$ cat config.mk
export PLATFORM = sky130hd
export DESIGN_NAME = shift_reg_en_univ
export DESIGN_NICKNAME = d
export VERILOG_FILES = /design/src/rtl/shift_reg_en_univ_pkg.sv /design/src/rtl/shift_reg_en_univ_dff_r_en.sv /design/src/rtl/shift_reg_en_univ.sv
export SDC_FILE = /design/constraint.sdc
export NUM_CORES = 1
export LEC_CHECK = 0
export BUFFER_PORTS_ARGS = -buffer_cell sky130_fd_sc_hd__buf_2
export CAP_MARGIN = 20
export CORE_MARGIN = 1.5
export CORE_UTILIZATION = 49
export DETAILED_ROUTE_END_ITERATION = 10
export MAX_ROUTING_LAYER = met4
export PLACE_DENSITY = 0.8
export SYNTH_ARGS = -nofsm -noshare
export SYNTH_HDL_FRONTEND = slang
export SYNTH_SLANG_ARGS = --single-unit
export TNS_END_PERCENT = 50
$ cat constraint.sdc
create_clock -name clk -period 1.49 [get_ports clk]
set_clock_uncertainty 0.15 [all_clocks]
set_input_delay 0.149 -clock clk [delete_from_list [all_inputs] [get_ports clk]]
set_output_delay 0.149 -clock clk [all_outputs]
set_load 0.05 [all_outputs]
$ cat src/rtl/shift_reg_en_univ_pkg.sv
`default_nettype none
// ============================================================================
//  Module      : shift_reg_en_univ_pkg
//  Description : Shared definitions for the universal enabled shift register:
//                operation-select width and the mode encodings.
//  Revision    : 1.0 - initial release
// ============================================================================
package shift_reg_en_univ_pkg;

    localparam int MODE_W = 3;

    typedef logic [MODE_W-1:0] mode_t;

    localparam mode_t MODE_HOLD = 3'b000;
    localparam mode_t MODE_LOAD = 3'b001;
    localparam mode_t MODE_SHL  = 3'b010;
    localparam mode_t MODE_SHR  = 3'b011;
    localparam mode_t MODE_ROL  = 3'b100;
    localparam mode_t MODE_ROR  = 3'b101;
    localparam mode_t MODE_ASR  = 3'b110;
    localparam mode_t MODE_RSVD = 3'b111;  // decodes as HOLD

endpackage : shift_reg_en_univ_pkg
`default_nettype wire

$ cat src/rtl/shift_reg_en_univ_dff_r_en.sv
`default_nettype none
// ============================================================================
//  Module      : shift_reg_en_univ_dff_r_en
//  Description : One-bit D flip-flop (the dff_r_en cell) with synchronous
//                active-high reset to a supplied reset value and clock enable.
//                Reset takes priority over enable.
//  Ports       : clk     - rising-edge clock
//                reset   - synchronous active-high reset
//                rst_val - value loaded into q on reset
//                en      - clock enable; 0 holds q
//                d       - data input
//                q       - registered output
//  Revision    : 1.0 - initial release
// ============================================================================
module shift_reg_en_univ_dff_r_en (
    input  logic clk,
    input  logic reset,
    input  logic rst_val,
    input  logic en,
    input  logic d,
    output logic q
);

    logic r_q;

    always_ff @(posedge clk) begin
        if (reset) begin
            r_q <= rst_val;
        end else if (en) begin
            r_q <= d;
        end
    end

    assign q = r_q;

endmodule : shift_reg_en_univ_dff_r_en
`default_nettype wire

$ cat src/rtl/shift_reg_en_univ.sv
`default_nettype none
// ============================================================================
//  Module      : shift_reg_en_univ
//  Description : Parametrised universal register: parallel load, logical
//                shifts, rotates and arithmetic shift right, with clock
//                enable and synchronous reset. Every flop is a dff_r_en cell;
//                the per-bit next-state mux lives here.
//  Ports       : clk   - rising-edge clock
//                reset - synchronous active-high reset (q=RESET_VAL, so=0)
//                en    - clock enable; 0 holds q and so
//                mode  - operation select (see package encodings)
//                d     - parallel load data
//                si    - serial input for SHL/SHR
//                q     - register contents
//                so    - bit shifted out by the last SHL/SHR/ASR
//                zero  - combinational, 1 when q == 0
//  Revision    : 1.0 - initial release
// ============================================================================
module shift_reg_en_univ
    import shift_reg_en_univ_pkg::*;
#(
    parameter int               WIDTH     = 8,
    parameter logic [WIDTH-1:0] RESET_VAL = '0
) (
    input  logic              clk,
    input  logic              reset,
    input  logic              en,
    input  logic [MODE_W-1:0] mode,
    input  logic [WIDTH-1:0]  d,
    input  logic              si,
    output logic [WIDTH-1:0]  q,
    output logic              so,
    output logic              zero
);

    logic [WIDTH-1:0] w_q;
    logic [WIDTH-1:0] w_next_q;
    logic             w_so;
    logic             w_next_so;

    // Hold modes feed the current value back, so d/si only reach the flops
    // in the modes that actually consume them.
    always_comb begin
        w_next_q  = w_q;
        w_next_so = w_so;
        case (mode)
            MODE_LOAD: begin
                w_next_q  = d;
                w_next_so = 1'b0;
            end
            MODE_SHL: begin
                w_next_q  = {w_q[WIDTH-2:0], si};
                w_next_so = w_q[WIDTH-1];
            end
            MODE_SHR: begin
                w_next_q  = {si, w_q[WIDTH-1:1]};
                w_next_so = w_q[0];
            end
            MODE_ROL: begin
                w_next_q  = {w_q[WIDTH-2:0], w_q[WIDTH-1]};
            end
            MODE_ROR: begin
                w_next_q  = {w_q[0], w_q[WIDTH-1:1]};
            end
            MODE_ASR: begin
                w_next_q  = {w_q[WIDTH-1], w_q[WIDTH-1:1]};
                w_next_so = w_q[0];
            end
            default: begin
                // HOLD and reserved encoding: keep current state
                w_next_q  = w_q;
                w_next_so = w_so;
            end
        endcase
    end

    for (genvar i = 0; i < WIDTH; i++) begin : g_bit
        shift_reg_en_univ_dff_r_en u_dff (
            .clk     (clk),
            .reset   (reset),
            .rst_val (RESET_VAL[i]),
            .en      (en),
            .d       (w_next_q[i]),
            .q       (w_q[i])
        );
    end

    shift_reg_en_univ_dff_r_en u_so_dff (
        .clk     (clk),
        .reset   (reset),
        .rst_val (1'b0),
        .en      (en),
        .d       (w_next_so),
        .q       (w_so)
    );

    assign q    = w_q;
    assign so   = w_so;
    assign zero = (w_q == '0);

endmodule : shift_reg_en_univ
`default_nettype wire
======== Word-level counts from Yosys, hierarchy flattened ========
Index checks and enable logic that the tools add are counted.
storage, ports and cells
  memories kept ........................... 0
  memory bits (writable) .................. 0
  memory bits (read-only) ................. 0
  input port bits ......................... 15
  flip-flop bits (word level) ............. 9
  latch bits .............................. 0
cells by class
  add/subtract/negate cells ............... 0
  bitwise logic cells ..................... 1
  equal/unequal tests ..................... 6
  mux-type cells .......................... 2
  $lt $le $gt $ge ......................... 0
  reductions and logical operators ........ 8
  $mul .................................... 0
  shifts and indexed selects .............. 0
  div/mod/pow operators ................... 0
operators with widths
  cell                                                  count
  one-hot mux 8 bit (6 select lines)                    1
  equality test 3 bit (second input constant)           3
  logical NOT 8 bit                                     1
  equality test 3 x 2 -> 1 bit (second input constant)  2
  nonzero test 6 bit                                    1
  nonzero test 5 bit                                    1
  AND reduction 2 bit                                   2
  equality test 3 x 1 -> 1 bit (second input constant)  1
  one-hot mux 1 bit (3 select lines)                    1
  AND reduction 3 bit                                   1
  nonzero test 3 bit                                    1
  OR reduction 2 bit                                    1
  NOT 1 bit                                             1

======== Longest topological paths before layout ========
  depth in word-level cells ............... 4
  depth in mapped cells ................... 6
  depth with buffers taken out ............ 4

======== Hierarchy ========
A second synthesis with hierarchy kept.
unflattened totals
  cells, all modules ...................... 98
  area total of the unflattened synthesis .. 929.6 um^2
by module, submodules not included
  module                      seq. area each (um^2)  cells an instance  area each (um^2)  times used
  shift_reg_en_univ           0.0                    71                 467.9             1
  shift_reg_en_univ_dff_r_en  30.0                   3                  51.3              9

======== Worst setup path before layout ========
Ideal clock, no wire load.
  path kind ............................... flip-flop to output port
  start point ............................. reg g_bit[2].u_dff.r_q
  end point ............................... out zero
  arrival ................................. 1.492 ns
  stages on the path, launching flop included .. 3
  data required time ...................... 1.191 ns
  path buffers ............................ 0
  path slack .............................. -0.301 ns
  cell sequence ........................... dfxtp_1 > or4_1 > nor2_1
between the ends
  longest elaborated chain between the ends .. 1
ends and longest elaborated chain
  item                      line                              RTL
  start: declaration        shift_reg_en_univ_dff_r_en.sv:24  logic r_q;
  start signal: assignment  shift_reg_en_univ_dff_r_en.sv:28  r_q <= rst_val;
  logical NOT 8 bit         shift_reg_en_univ.sv:99           assign zero = (w_q == '0);
  end: declaration          shift_reg_en_univ.sv:33           output logic zero
No other way between the ends.

======== Final worst setup path ========
  start point ............................. reg g_bit[0].u_dff.r_q
  end point ............................... out zero
between the ends
  longest elaborated chain between the ends .. 1
ends and longest elaborated chain
  item                      line
  start: declaration        shift_reg_en_univ_dff_r_en.sv:24
  start signal: assignment  shift_reg_en_univ_dff_r_en.sv:28
  logical NOT 8 bit         shift_reg_en_univ.sv:99
No other way between the ends.

==> flow_summary_export.csv <==
group,metric,value,unit
outcome,status,"complete, but fails checks",
outcome,violations,"setup timing",
clocking,cts-root-buf,"clkbuf_4",
timing,maxClockFrequency,593,MHz
worst_setup_path,cp-end-kind,"output pin",
placement,portBuffers,24,
timing,fin_crit,1.69,ns
placement,dp_hpwl,1450,um
yosys,synth-edff-count,0,
floorplan,die_h,42.7,um
cells_and_area,num_antenna_cells,0,
worst_hold_path,min_delay_path_depth,2,
placement,gp_routability_congestion,0.831,
yosys,synth_fp_nets,116,
cells_and_area,finalNonFillerCells,146,
floorplan,core.rowCount,14,
timing,hold-worst-slack,0.0162,ns
route,totalWireLength,1950,um
yosys,synthCells,101,
worst_setup_path,cp_max_fo,2,
floorplan,initial_core_util,51.9,%
power_and_ir_drop,pwr_density_cell,863,nW/um^2
power_and_ir_drop,p_leak,0.000456,uW
cells_and_area,nFillCells,142,
global_route,grt_pass1_wl,3330,um
clocking,clock_latency,0.27,ns
worst_hold_path,worstHoldStart,"en",
clocking,cts_tree,"done",
clocking,cts_num_sinks,9,
floorplan,core_area,1490,sq um
timing,fin_ws,-0.196,ns
yosys,synth_area,773,sq um
job,maxCapViolations,0,
timing,worstMarginPinSlew,0.458,ns
floorplan,die_area,1830,sq um
worst_setup_path,critical_path_class,"register to output pin",
clocking,clockBufferDepth,2,
worst_setup_path,r2r_start,"g_bit[7].u_dff.q$_SDFFE_PP0P_",
cells_and_area,multi_input_area,502,sq um
floorplan,fp.dieW,42.7,um
yosys,ys_ff_latch,9,
power_and_ir_drop,ir_drop,772,uV
cells_and_area,utilization,66.2,%
timing,fin_crit_sh,113,%
worst_setup_path,r2r_end,"g_bit[6].u_dff.q$_SDFFE_PP0P_",
cells_and_area,nets,146,
timing,maxSlewViolCount,0,
timing,slew-limit-headroom,69.4,%
clocking,htreeDepth,1,
route,vias,841,
global_route,grt_usage,24.9,%
clocking,path_clk_slew,0.05,ns
clocking,cts_setup_buffers,0,
timing,setup_violations,1,
worst_hold_path,hold_end,"u_so_dff.q$_SDFFE_PP0P_",
global_route,grt_pass1_vias,800,
yosys,synthFlopType,"dfxtp_1",
route,wire_per_inst,13.3,um
worst_setup_path,required,1.19,ns
cells_and_area,seq_area,180,sq um
global_route,grt_max_degree,16,
worst_setup_path,startpoint_type,"register",
global_route,antenna_found_initial,0,
yosys,async_flop_share,0,%
clocking,cts_made_buffers,3,
route,drt_pass1_iterations,4,
yosys,synth_cell_types,32,
worst_hold_path,worst_hold_path_type,"primary input to register",
cells_and_area,areaGrowthSynthToFinish,27.5,%
worst_setup_path,r2r_slack,0.13,ns
floorplan,ios,25,
route,viasPerCell,5.76,
worst_setup_path,reg2reg_depth,5,
worst_setup_path,arrival,1.39,ns
yosys,ys_warn_count,0,
yosys,seq_area_frac_synth,23.3,%
route,drcViolationCount,0,
cells_and_area,layout-drive-gt1-share,39.2,%
yosys,synth.avg_cell_area,7.66,sq um
timing,rsz0062_at_grt,"true",
timing,hold_viol_final,0,
placement,place_inst,141,
route,drt_iter0_markers,9,
route,ant_nets,0,
global_route,overflow,0,
## synthesized netlist by cell type, drive strengths merged (2+ instances only)
| cell type | instances | area [sq um] |
|---|---|---|
| nor3b | 2 | 15.0 |
| buf | 13 | 98.8 |
| nand2 | 9 | 33.8 |
| mux2i | 2 | 20.0 |
| or4 | 2 | 15.0 |
| a32o | 5 | 50.1 |
| o21ai | 3 | 15.0 |
| a22o | 2 | 17.5 |
| or2 | 2 | 12.5 |
| dfxtp | 9 | 180 |
| a21oi | 17 | 85.1 |
| mux2 | 3 | 33.8 |
| o22ai | 4 | 25.0 |
| nor2 | 9 | 36.3 |
| nor2b | 5 | 31.3 |
## cells by family after synthesis
family          after synthesis  synth area share, %
compound gates               37                 31.2
buf+inv                      15                 13.8
xor+xnor                      1                 2.10
simple gates                 34                 22.7
mux                           5                 6.96
flops                         9                 23.3
## metrics by stage
stage	power, uW	TNS [ns]	worst slack (ns)	cell area, sq um
2_1_floorplan	547	0	0.00660	781
3_3_place_gp	631	-0.0333	-0.0333	936
3_5_place_dp	638	-0.0494	-0.0494	936
4_1_cts	859	-0.210	-0.210	986
5_1_grt	903	-0.234	-0.234	986
6_report	851	-0.196	-0.196	986
## state kept, by name, summed over array words and instances, names as in the netlist
name,cells
g_bit.u_dff.q,8
u_so_dff.q,1
## cell type report
class                           count  area share, %
Multi-Input combinational cell     77           50.9
Timing Repair Buffer               39           25.8
Sequential cell                     9           18.3
Clock buffer                        4           2.66
Tap cell                           16           2.03
Inverter                            1          0.381
## critical path: stages (launching register included)
cell and delay, ns:
dfxtp_1 0.31, or4_4 0.54, nor2_4 0.12, buf_6 0.16
## placed cells by master (no fill, tap or decap), types with 2 or more instances in the layout
| cell | n |
|---|---|
| mux2_2 | 3 |
| nor2b_1 | 5 |
| o21ai_0 | 3 |
| nand2_1 | 9 |
| a22o_1 | 2 |
| buf_2 | 23 |
| a21oi_1 | 17 |
| dfxtp_1 | 9 |
| or2_2 | 2 |
| or4_4 | 2 |
| nor3b_1 | 2 |
| o22ai_1 | 4 |
| nor2_1 | 7 |
| mux2i_1 | 2 |
| a32o_1 | 5 |
| clkbuf_4 | 3 |
| buf_4 | 13 |
## how the worst max path moves through the flow
stage                                   from   end  slack, ns  depth (start not counted)
3_5_place_dp   g_bit[2].u_dff.q$_SDFFE_PP0P_  zero      -0.05                          3
3_3_place_gp   g_bit[2].u_dff.q$_SDFFE_PP0P_  zero      -0.03                          3
2_1_floorplan  g_bit[2].u_dff.q$_SDFFE_PP0P_  zero      0.007                          2
6_report       g_bit[0].u_dff.q$_SDFFE_PP0P_  zero      -0.20                          3
4_1_cts        g_bit[0].u_dff.q$_SDFFE_PP0P_  zero      -0.21                          3
5_1_grt        g_bit[0].u_dff.q$_SDFFE_PP0P_  zero      -0.23                          3
## routing by layer
metal / vias up / share of wire (%) / track usage (%)
li1: 426 / - / -
met1: 391 / 44 / 28.3
met3: 6 / 4.7 / 10.2
met5: - / 0 / -
met2: 18 / 48 / 38.2
met4: 0 / 2.5 / 11.3
## repair_timing
action                                 in CTS  in global routing
hold buffers                                1                  0
setup endpoints to repair                   1                  1
pin swaps                                   1                  1
resized for setup                           4                  0
endpoints found under the hold margin       2                  0
## power breakdown
group / total, uW / switching (uW) / internal [uW]
Clock: 193 / 89.1 / 103
Sequential: 269 / 9.91 / 260
Combinational: 389 / 228 / 161
Note: power is estimated with default switching activity, not from simulation.
